### config.mk
export PLATFORM = sky130hd
export DESIGN_NAME = syn_seg_display
export DESIGN_NICKNAME = d
export VERILOG_FILES = /design/src/rtl/syn_seg_display.sv
export SDC_FILE = /design/constraint.sdc
export NUM_CORES = 1
export LEC_CHECK = 0
export ABC_CLOCK_PERIOD_IN_PS = 3300
export BUFFER_PORTS_ARGS = -buffer_cell sky130_fd_sc_hd__clkbuf_2
export CAP_MARGIN = 25
export CORE_UTILIZATION = 40
export CTS_CLUSTER_DIAMETER = 30
export CTS_CLUSTER_SIZE = 28
export DETAILED_ROUTE_END_ITERATION = 7
export PLACE_DENSITY = 0.68
export SYNTH_ARGS = -nofsm -noshare
export SYNTH_HDL_FRONTEND = slang
export SYNTH_SLANG_ARGS = --single-unit
### constraint.sdc
create_clock -name clk -period 3.3 [get_ports clk]
set_clock_uncertainty 0.2 [all_clocks]
set_input_delay 0.66 -clock clk [delete_from_list [all_inputs] [get_ports clk]]
set_output_delay 0.66 -clock clk [all_outputs]
set_load 0.01 [all_outputs]
### src/rtl/syn_seg_display.sv
// Seven-segment front end for the CPU syscall outputs: latches the displayed
// word, tracks a sticky halt, and scans 8 hex digits onto an active-low panel.
module syn_seg_display #(
  parameter int SCAN_DIV    = 100000,
  parameter int BLINK_SCANS = 64,
  parameter int LZ_BLANK    = 0
) (
  input  logic        clk,
  input  logic        rst,
  input  logic        en,
  input  logic [31:0] display,
  input  logic        display_en,
  input  logic        halt,
  input  logic        dbg_sel,
  input  logic [31:0] dbg_data,
  output logic [7:0]  seg_n,
  output logic [7:0]  an_n,
  output logic [31:0] shown,
  output logic        halted
);

  localparam int DIV_W = (SCAN_DIV > 2) ? $clog2(SCAN_DIV) : 1;
  localparam int SCN_W = (BLINK_SCANS > 1) ? $clog2(BLINK_SCANS) : 1;
  localparam logic [DIV_W-1:0] DIV_LAST = DIV_W'(SCAN_DIV - 1);
  localparam logic [SCN_W-1:0] SCN_LAST = SCN_W'(BLINK_SCANS - 1);

  logic [DIV_W-1:0] r_div_cnt;
  logic [2:0]       r_idx;
  logic [31:0]      r_shown;
  logic             r_halted;
  logic             r_blink;
  logic [SCN_W-1:0] r_scan_cnt;
  logic [7:0]       r_an_n;
  logic [7:0]       r_seg_n;

  logic             w_wrap;
  logic [31:0]      w_src;
  logic [4:0]       w_shift;
  logic [3:0]       w_nib;
  logic [6:0]       w_hex;
  logic             w_blank;
  logic             w_dp_n;

  assign w_wrap  = (r_div_cnt == DIV_LAST);
  assign w_src   = dbg_sel ? dbg_data : r_shown;
  assign w_shift = {r_idx, 2'b00};
  assign w_nib   = w_src[w_shift +: 4];
  assign w_dp_n  = !((r_idx == 3'd0) && r_halted && !r_blink);

  always_comb begin
    w_hex = 7'h7F;
    case (w_nib)
      4'h0: w_hex = 7'h40;
      4'h1: w_hex = 7'h79;
      4'h2: w_hex = 7'h24;
      4'h3: w_hex = 7'h30;
      4'h4: w_hex = 7'h19;
      4'h5: w_hex = 7'h12;
      4'h6: w_hex = 7'h02;
      4'h7: w_hex = 7'h78;
      4'h8: w_hex = 7'h00;
      4'h9: w_hex = 7'h10;
      4'hA: w_hex = 7'h08;
      4'hB: w_hex = 7'h03;
      4'hC: w_hex = 7'h46;
      4'hD: w_hex = 7'h21;
      4'hE: w_hex = 7'h06;
      4'hF: w_hex = 7'h0E;
      default: w_hex = 7'h7F;
    endcase
  end

  // Digit 0 is never blanked so an all-zero word still shows "0".
  always_comb begin
    w_blank = 1'b0;
    if ((LZ_BLANK != 0) && (r_idx != 3'd0))
      w_blank = ((w_src >> w_shift) == 32'd0);
  end

  always_ff @(posedge clk) begin
    if (rst) begin
      r_div_cnt  <= '0;
      r_idx      <= 3'd0;
      r_shown    <= 32'd0;
      r_halted   <= 1'b0;
      r_blink    <= 1'b0;
      r_scan_cnt <= '0;
      r_an_n     <= 8'hFF;
      r_seg_n    <= 8'hFF;
    end else begin
      if (w_wrap) begin
        r_div_cnt <= '0;
        r_idx     <= r_idx + 3'd1;
      end else begin
        r_div_cnt <= r_div_cnt + 1'b1;
      end

      if (en && display_en && !r_halted)
        r_shown <= display;
      if (en && halt)
        r_halted <= 1'b1;

      // Blink phase only advances while halted, one step per full scan.
      if (!r_halted) begin
        r_blink    <= 1'b0;
        r_scan_cnt <= '0;
      end else if (w_wrap && (r_idx == 3'd7)) begin
        if (r_scan_cnt == SCN_LAST) begin
          r_scan_cnt <= '0;
          r_blink    <= ~r_blink;
        end else begin
          r_scan_cnt <= r_scan_cnt + 1'b1;
        end
      end

      r_an_n  <= ~(8'b1 << r_idx);
      r_seg_n <= {w_dp_n, (w_blank ? 7'h7F : w_hex)};
    end
  end

  assign seg_n  = r_seg_n;
  assign an_n   = r_an_n;
  assign shown  = r_shown;
  assign halted = r_halted;

endmodule

After elaboration in Yosys (flattened, before gate mapping)
Memories as Yosys holds them, arrays and structs flattened. A register that Yosys moved wholly into a read port is not among the register bits.
Cells that the tools add are included.
{"block": "totals", "in_bits": 70, "output_inout_bits": 49, "reg_bits": 76, "n_memories": 1, "mem_bits_ro": 112}
{"name": "(no name shown)", "depth": 16, "word_bits": 7, "read_ports": 1, "rd_ports_with_merged_regs": 1, "wr": 0, "line": "52", "source": "case (w_nib)"}
{"block": "op_classes", "bitwise_logic": 3, "mux": 2, "addsub": 3, "n_shift": 2, "eq_ne": 3, "reduce_logical": 13}
{"cell": "32-bit 2-to-1 mux", "count": 1}
{"cell": "32-bit by 6-bit variable part select with 4-bit output", "count": 1}
{"cell": "17-bit by 1-bit adder with 17-bit output, second input constant", "count": 1}
{"cell": "17-bit == test, second input constant", "count": 1}
{"cell": "8-bit inverter", "count": 1}
{"cell": "1-bit by 3-bit << shifter with 8-bit output, first input constant", "count": 1}
{"cell": "6-bit by 1-bit adder with 6-bit output, second input constant", "count": 1}
{"cell": "6-bit == test, second input constant", "count": 1}
{"cell": "1-bit logical AND", "count": 6}
{"cell": "6-bit 2-to-1 mux", "count": 1}
{"cell": "2-bit OR reduction", "count": 2}
{"cell": "3-bit by 1-bit adder with 3-bit output, second input constant", "count": 1}
{"cell": "3-bit == test, second input constant", "count": 1}
{"cell": "1-bit zero test", "count": 3}
{"cell": "3-bit zero test", "count": 1}
{"cell": "1-bit inverter", "count": 2}
{"cell": "2-bit AND reduction", "count": 1}

Logic depth before layout (Yosys ltp)
{"block": "depth", "depth_word": 4, "depth_mapped": 12}

Worst setup path after synthesis
Ideal clock, no wire load.
{"block": "synth_timing", "path_type": "in2reg", "from": "input port dbg_sel", "to": "register r_seg_n[0] (netlist: seg_n[0])", "t_required_ps": 2985, "t_arrival_ps": 2933, "path_buffers": 2, "setup_slack_ps": 51, "path_stages": 10, "cell_sequence": "buf_4 mux4_2 a22oi_1 and3_1 clkbuf_1 inv_1 ha_1 or4_1 a22o_1 and3_1"}
{"block": "synth_between", "elab_chain_len": 2}
{"element": "start, declared", "line": "14", "source": "input logic dbg_sel,"}
{"element": "32-bit 2-to-1 mux", "line": "45", "source": "assign w_src = dbg_sel ? dbg_data : r_shown;"}
{"element": "32-bit by 6-bit variable part select with 4-bit output", "line": "47", "source": "assign w_nib = w_src[w_shift +: 4];"}
{"element": "end, declared", "line": "34", "source": "logic [7:0] r_seg_n;"}
Every way passes these cells.
A chain may end at the register's enable or synchronous reset.

Worst setup path in the final report
{"block": "layout_timing", "from": "register r_idx[0]", "to": "register r_seg_n[0] (netlist: seg_n[0])"}
{"block": "layout_between", "elab_chain_len": 1}
{"element": "start, declared", "line": "28", "source": "logic [2:0] r_idx;"}
{"element": "start signal, assigned", "line": "93", "source": "r_idx <= r_idx + 3'd1;"}
{"element": "32-bit by 6-bit variable part select with 4-bit output", "line": "47"}
Every way passes these cells.

==> run metrics <==
status=finished clean; row count=34; Mapped Nets=486; drt initial violations=147; number of synthesized flops with an enable pin=0; DIE WIDTH=97.00 µm; syn_area_per_cell=8.979 µm²; Clock Path Buffers=2; ys flop type=dfxtp_1; initial antenna violation count=0; Power Dens Cells=422.4 nW/µm²; HPWL Detailed=7069 µm; fill count=841; Post-synth ARST share=0%; Sw Pwr=0.4716 mW; total number of yosys warnings=0; CP arrival=3.11 ns; Ports=119; Hold-fix buffers, CTS=0; dpl cell area=4309 µm²; Via density=5.171; Clk pwr share=36.2%; Slew Limit Fails=0; Seq cells post-synth=76; LEAKAGE=1.953 nW; Worst EP required=3.33 ns; part of the Yosys area used for sequential elements=42.15%; measured slew at the worst slew-check pin=0.6532 ns; vias in the first global route=3131; largest net degree at the start of global routing=33; Total Routed Length=9142 µm; GRT met2 Usage=32.67%; die area=9408 µm²; PortBufs=118; GRT busiest layer=met2; first-pass GRT wire length=15080 µm; layout cells sized above 1=31.30%; critical path type=register to register; Peak VDD IR=0.2740 mV; unrepaired setup endpoints after global routing=false; Inserted Diodes=0; antenna violation net count after detailed routing=0; clock-pin slew on the worst setup and hold paths=0.08 ns; CP startpoint kind=register; drt pass-1 iters=5; total DRC errors in the routed layout=0; design area=4499 µm²; met1 GRT Util=25.68%; Total GRT Usage=19.83%; clock sink total=76; mapped cell area=3610 µm²; Die Height=97.00 µm; Sw Share=24.81%; Reg power frac=51.2%; Distinct cells, synth=44; fmax=0.3248 GHz; post-CTS setup buffers=0; Relative slew margins=56.39%; root buffer cell=clkbuf_8; final instance count without filler cells=632; H-Tree Depth=3; CP max FO=9; TritonCTS clock tree=built; grt total ovfl=0; Vias=3268; max cap viols=0; CTS Buf Count=9; Final Hold Viols=0; Cell Int Power=1.429 mW; Initial Utilization=41.39%; WHS=0.2735 ns; Final Setup Violations=0; final worst path period need=3.079 ns; setup TNS=0 ns; Core Area=8721 µm²; cells after synthesis=402; Cell Count Post-Placement=617; Resize count post-CTS=0; routability cong.=0.8398; DR WL/cell=14.47 µm; later-pin clock latency in the skew report=0.35 ns; Final period util=93.31%; Layout area overhead=24.64%; met3 Use GR=3.685%; Comb power frac=12.6%; Worst Hold Class=register to register; CP Capture Type=register; # nets final=604
-- sequential cells by signal, summed over array words and instances, names as in the netlist --
register    count
an_n            8
r_scan_cnt      6
r_div_cnt      17
r_blink         1
r_idx           3
shown          32
seg_n           8
halted          1
-- worst paths after layout --
check	from	endpoint	slack [ns]	depth (start not counted)
worst min-delay path	shown[20]	shown[20]	0.27	2
worst max register to register	r_idx[0]	seg_n[0]	0.22	9
worst max-delay path	r_idx[0]	seg_n[0]	0.22	9
worst min register to register	shown[20]	shown[20]	0.27	2
-- power groups by stage --
stage               Combinational, mW  Sequential, mW  Clock (mW)
global route                    0.264           0.978       0.745
detailed placement              0.239           0.995           0
CTS                             0.240           0.973       0.713
floorplan                       0.122            1.00           0
finish                          0.239           0.973       0.689
global placement                0.234           0.994           0
-- layout by cell type (no fill, tap or decap), types with 3 or more instances in the layout --
cell	instances
a221o_1	3
mux4_2	12
mux2i_1	8
xor2_1	14
a21oi_1	38
nor2b_1	4
xnor2_1	7
and2_1	4
dfxtp_1	76
a22o_1	3
nor2_1	35
nand2_1	88
nand4_1	7
or2_2	3
inv_1	8
nand3_1	12
a22oi_1	4
and3_1	7
clkbuf_8	10
clkbuf_2	118
o21ai_0	7
buf_4	11
ha_1	14
-- layer usage --
layer / vias up / wire length (µm)
li1: 1621 / -
met5: - / 0
met2: 109 / 4341
met3: 12 / 485
met4: 0 / 163
met1: 1526 / 4151
-- cell usage after synthesis (3+ instances only) --
| cell type | number | area, µm² |
|---|---|---|
| a22oi_1 | 4 | 30.03 |
| xor2_1 | 14 | 122.6 |
| and3_1 | 7 | 43.79 |
| nand3_1 | 12 | 60.06 |
| mux2i_1 | 8 | 80.08 |
| a221o_1 | 3 | 30.03 |
| o21ai_0 | 7 | 35.03 |
| or2_2 | 3 | 18.77 |
| dfxtp_1 | 76 | 1521 |
| clkbuf_1 | 13 | 48.80 |
| a22o_1 | 3 | 26.28 |
| nand2_1 | 88 | 330.3 |
| inv_1 | 8 | 30.03 |
| a21oi_1 | 38 | 190.2 |
| nor2_1 | 36 | 135.1 |
| xnor2_1 | 7 | 61.31 |
| buf_4 | 3 | 22.52 |
| mux4_2 | 12 | 270.3 |
| ha_1 | 14 | 175.2 |
| nand4_1 | 7 | 43.79 |
| nor2b_1 | 4 | 25.02 |
| and2_1 | 4 | 25.02 |
-- through the flow --
step           utilization, %  worst slack [ns]  power (mW)
2_1_floorplan               -           0.05146       1.126
3_3_place_gp            49.41            0.1519       1.228
3_5_place_dp            49.41           0.09004       1.234
4_1_cts                 51.59            0.2201       1.926
5_1_grt                 51.59           0.02464       1.987
6_report                51.59            0.2208       1.901
-- critical path, cell delays in order (launching register included) --
cell and delay, ns:
dfxtp_1 0.58, buf_4 0.24, mux4_2 0.52, nand2_1 0.08
and3_1 0.17, inv_1 0.10, ha_1 0.24, or4_1 0.51
a22o_1 0.18, and3_1 0.13
-- cell families (layout without fill, tap and decap cells) --
group	count (synthesis)	in the layout	synth area share (%)
flip-flops	76	76	42.15
AND/OR/NAND/NOR	176	176	22.18
adder cells (fa/ha/maj)	14	14	4.853
buffers and inverters	30	152	3.917
AO/OA/AOI/OAI	63	63	10.64
multiplexers	22	22	11.16
XOR/XNOR	21	21	5.095
-- area by class of cell --
type | count | area (µm²) | share of cell area, %
Tap cell | 108 | 135.1 | 3.003
Sequential cell | 76 | 1521 | 33.82
Clock inverter | 4 | 48.80 | 1.085
Clock buffer | 11 | 141.4 | 3.142
Timing Repair Buffer | 129 | 673.1 | 14.96
Inverter | 8 | 30.03 | 0.6674
Multi-Input combinational cell | 296 | 1949 | 43.33
No activity file was read; power rests on OpenSTA's default activity.
